$ cat src/rtl/tick_gen_multi.sv
// Base tick divider feeding NCH programmable channel dividers.
// Channels count base ticks in parallel, or chain through each other when CASCADE=1.
module tick_gen_multi #(
  parameter int CLK_DIV = 500000,
  parameter int CNT_W   = 20,
  parameter int NCH     = 4,
  parameter int DIV_W   = 8,
  parameter int DEF_DIV = 100,
  parameter int CASCADE = 0
) (
  input  logic             clk,
  input  logic             rst,
  input  logic             en,
  input  logic             clr,
  input  logic             ld,
  input  logic [3:0]       ld_ch,
  input  logic [DIV_W-1:0] ld_val,
  output logic             tick_base,
  output logic [NCH-1:0]   tick
);

  localparam logic [CNT_W-1:0] BASE_LAST = CNT_W'(CLK_DIV - 1);
  localparam logic [DIV_W-1:0] DIV_RST   = DIV_W'(DEF_DIV);

  logic [CNT_W-1:0] base_q, base_d;
  logic             tb_q, tb_d;
  logic             bt;

  logic [DIV_W-1:0] div_q [NCH];
  logic [DIV_W-1:0] div_d [NCH];
  logic [DIV_W-1:0] cnt_q [NCH];
  logic [DIV_W-1:0] cnt_d [NCH];

  logic [NCH-1:0] adv;
  logic [NCH-1:0] term;
  logic [NCH-1:0] hit;
  logic [NCH-1:0] tick_q, tick_d;
  logic           carry;

  assign bt = en && (base_q == BASE_LAST);

  always_comb begin
    base_d = base_q;
    if (clr) begin
      base_d = '0;
    end else if (bt) begin
      base_d = '0;
    end else if (en) begin
      base_d = base_q + 1'b1;
    end
    tb_d = bt && !clr;
  end

  // carry walks the terminal chain so cascading needs no i-1 index
  always_comb begin
    adv    = '0;
    term   = '0;
    hit    = '0;
    tick_d = '0;
    carry  = bt;
    for (int i = 0; i < NCH; i++) begin
      div_d[i] = div_q[i];
      cnt_d[i] = cnt_q[i];
      adv[i]   = (CASCADE != 0) ? carry : bt;
      term[i]  = adv[i] && (div_q[i] != '0)
                 && (cnt_q[i] == div_q[i] - 1'b1);
      carry    = term[i];
      hit[i]   = ld && (ld_ch == 4'(i));
      tick_d[i] = term[i] && !hit[i] && !clr;
      if (clr || hit[i] || term[i]) begin
        cnt_d[i] = '0;
      end else if (adv[i] && (div_q[i] != '0)) begin
        cnt_d[i] = cnt_q[i] + 1'b1;
      end
      if (hit[i]) begin
        div_d[i] = ld_val;
      end
    end
  end

  always_ff @(posedge clk or negedge rst) begin
    if (!rst) begin
      base_q <= '0;
      tb_q   <= 1'b0;
      tick_q <= '0;
      for (int i = 0; i < NCH; i++) begin
        div_q[i] <= DIV_RST;
        cnt_q[i] <= '0;
      end
    end else begin
      base_q <= base_d;
      tb_q   <= tb_d;
      tick_q <= tick_d;
      for (int i = 0; i < NCH; i++) begin
        div_q[i] <= div_d[i];
        cnt_q[i] <= cnt_d[i];
      end
    end
  end

  assign tick_base = tb_q;
  assign tick      = tick_q;

endmodule

$ cat config.mk
export PLATFORM = sky130hd
export DESIGN_NAME = tick_gen_multi
export DESIGN_NICKNAME = d
export VERILOG_FILES = /design/src/rtl/tick_gen_multi.sv
export SDC_FILE = /design/constraint.sdc
export NUM_CORES = 1
export LEC_CHECK = 0
export CELL_PAD_IN_SITES_DETAIL_PLACEMENT = 1
export CELL_PAD_IN_SITES_GLOBAL_PLACEMENT = 2
export CORE_AREA = 2 2 119 121
export DETAILED_ROUTE_END_ITERATION = 6
export DIE_AREA = 0 0 121 123
export GPL_TIMING_DRIVEN = 0
export MAX_ROUTING_LAYER = met4
export PLACE_DENSITY = 0.77
export SLEW_MARGIN = 20
export SYNTH_ARGS = -nofsm -noshare
export SYNTH_HDL_FRONTEND = slang
export SYNTH_SLANG_ARGS = --single-unit
$ cat constraint.sdc
create_clock -name clk -period 2.7 [get_ports clk]
set_input_delay 0.81 -clock clk [delete_from_list [all_inputs] [get_ports clk]]
set_output_delay 0.81 -clock clk [all_outputs]
set_load 0.01 [all_outputs]
==> results.yml <==
cts:
  clock_latency_ns: 0.36
  path_clk_slew_ns: 0.07
  post_cts_buffers: 0
  cts.sinks: 89
  cts_max_path_buffers: 2
  root_buffer: "clkbuf_16"
  cts_made_buffers: 9
  cts-htree-levels: 3
  cts_tree: "done"
  hold_buffers: 0
run:
  drv_cap: 0
timing:
  setup_viol_count_final: 0
  hold_viol_final: 0
  max_slew_margin: 0.439
  worstMarginPinSlew_ns: 0.833
  rsz0062_at_grt: "false"
  max_freq_mhz: 388
  post-route-min-period_ns: 2.58
  maxSlewViolCount: 0
  final.setup_skew_ns: 0.0112
  finalCritPeriodShare: 0.956
global_routing:
  grt_pass1_vias: 4558
  antenna_found_initial: 0
  grt_pass1_wl_um: 23600
  track_usage: 0.213
  grt_max_degree: 76
  grt_overflow: 0
logic_synthesis:
  yosysWarnings: 0
  synth_flop_cell: "dfrtp_1"
  synth.area.top_cells: "dfrtp_1 (36%), xnor2_1 (9.1%), dfstp_2 (5.9%)"
  synth.most_common_cell: "dfrtp_1"
  syn_nets: 563
  synthDistinctLibCells: 56
  synthArstFlopShare: 1.00
  ys_ff_latch: 89
  synth_top_area_share: 0.363
  synth-seq-area-share: 0.423
  post-synth-top-area-cell: "dfrtp_1"
  syn_inst: 533
  synthesis.area_sq_um: 5300
  synth_edf_count: 0
  syn_avg_cell_area_sq_um: 9.95
  yosys-top-cells-count: "dfrtp_1 (77), xnor2_1 (55), nor3_1 (51), nor2_1 (34), mux2_2 (27)"
finish:
  drive_gt1_frac: 0.133
  stdcell_count: 750
  diodes: 0
  nFillCells: 1564
  nets: 595
  area_delta_synth_final_pct: 14.4
floorplan:
  die_w_um: 121
  dieArea_sq_um: 14900
  initial_core_util: 0.389
  ioPinCount: 22
  die_h_um: 123
  rows: 43
  core_sq_um: 13600
critical_path:
  cp-start-kind: "flip-flop"
  worst_setup_path_end_kind: "flip-flop"
  path_class: "flip-flop to flip-flop"
  startpoint: "div_q[11]"
  crit_path_max_incr_delay_ns: 0.58
  cp-endpoint: "cnt_q[15]"
  crit_chain: "or4_4 > or3_1 > a2111oi_0 > and4_1 > buf_6 > nor3_1"
  ff2ff_path_depth: 6
  r2r_end: "cnt_q[15]"
  timing.rr.start: "div_q[11]"
  r2r_slack_ns: 0.12
  cpMaxStageDelayCell: "or4_4"
  cp.required_ns: 2.91
  worstPathArrival_ns: 2.79
  path_max_fanout: 9
place:
  place.gp.congestion: 0.790
  place_inst: 734
  dp_hpwl_um: 10100
  portBuffers: 20
pwr:
  p_leak_uw: 0.00235
  p_per_area_nw_per_um2: 592
  ir_drop_uv: 423
  totalPowerFinal_uw: 3590
drt:
  drtIter0Drc: 245
  avgRoutedWirePerCell_um: 18.9
  drt_pass1_iterations: 4
  postRouteAntennaNets: 0
  postRouteWirelength_um: 14200
  via_count: 4205
  drc: 0
  viasPerCell: 5.61
outcome:
  status: "complete, no violations"
worst_hold_path:
  holdCritPathClass: "input port to asynchronous set/reset pin"
[routing by layer]
metal | wire [um] | share of wire | vias to the layer above | track usage
met5 | 0 | 0 | - | -
met4 | 187 | 0.013 | 0 | 0.0531
met1 | 6370 | 0.45 | 2145 | 0.250
met2 | 7310 | 0.52 | 43 | 0.374
met3 | 291 | 0.021 | 14 | 0.0434
li1 | - | - | 2003 | -
[critical path, delay by kind of cell (launching register included)]
family	cells	cell delay [ns]
buf+inv	1	0.15
simple gates	4	1.33
flops	1	0.45
compound gates	1	0.51
[worst min-delay path by stage]
stage	slack (ns)	endpoint	from
after CTS	0.27	cnt_q[29]	rst
after floorplan	0.50	div_q[17]	div_q[17]
final	0.27	cnt_q[29]	rst
after global routing	0.27	cnt_q[29]	rst
after global placement	0.54	div_q[17]	div_q[17]
after detailed placement	0.55	div_q[17]	div_q[17]
[cells in the final DEF, fill, tap and decap left out, types with 4 or more instances in the layout]
cell             Yosys  layout
a31oi_1              6       6
nor2b_1              7       7
buf_1                5       5
nand2_1             23      22
a21oi_1              6       6
clkbuf_1            15      15
dfrtp_1             77      77
and3_1              13      13
nor4b_1              6       5
xor2_1              24      24
o21ai_0             10      10
dfstp_2             12      12
nor2_1              34      34
ha_1                13      13
nand2b_1             5       5
xnor2_1             55      55
nand3_1             24      24
clkdlybuf4s50_1      0      19
and4_1               8       8
mux2i_1              4       4
inv_1               12      12
nand4_1             14      14
or3_1                7       7
mux2_2              27      27
clkbuf_16            0       9
nor4_1              25      25
nor3_1              51      51
[where the power goes]
part / switching [uW] / internal [uW] / leakage [uW]
clock: 575 / 636 / 0.000138
sequential: 166 / 1480 / 0.00117
combinational: 383 / 353 / 0.00105
total: 1120 / 2470 / 0.00235
[cells by family after synthesis]
| group | count (synthesis) | synth area share |
|---|---|---|
| AND/OR/NAND/NOR | 242 | 0.259 |
| adder cells (fa/ha/maj) | 13 | 0.0307 |
| flip-flops | 89 | 0.423 |
| multiplexers | 31 | 0.0649 |
| XOR/XNOR | 80 | 0.135 |
| AO/OA/AOI/OAI | 40 | 0.0564 |
| buffers and inverters | 38 | 0.0312 |
[registers in the layout, indices dropped and copies added (netlist names)]
name and cells:
base_q 20, cnt_q 32, div_q 32, tick 4, tick_base 1
[cell type report]
type	count	area (sq um)	area share
Sequential cell	89	2240	0.370
Multi-Input combinational cell	406	2930	0.482
Tap cell	180	225	0.0371
Buffer	26	121	0.0200
Clock inverter	6	48.8	0.00804
Inverter	12	45.0	0.00743
Clock buffer	10	229	0.0377
Timing Repair Buffer	21	229	0.0377
[stage by stage]
stage | setup slack (ns) | TNS [ns] | hold slack, ns | util | area [sq um]
2_1_floorplan | 0.0881 | 0 | 0.503 | - | 5300
6_report | 0.119 | 0 | 0.273 | 0.446 | 6070
5_1_grt | 0.0317 | 0 | 0.268 | 0.446 | 6070
4_1_cts | 0.0370 | 0 | 0.267 | 0.445 | 6060
3_5_place_dp | -0.473 | -13.41 | 0.549 | 0.423 | 5760
3_3_place_gp | -2.54 | -225.10 | 0.536 | 0.421 | 5730
[what timing repair did]
| item | CTS | global route |
|---|---|---|
| cloned | 0 | 0 |
| resized for setup | 3 | 3 |
| endpoints found under the setup margin | 12 | 21 |
No activity file was read; power rests on OpenSTA's default activity.
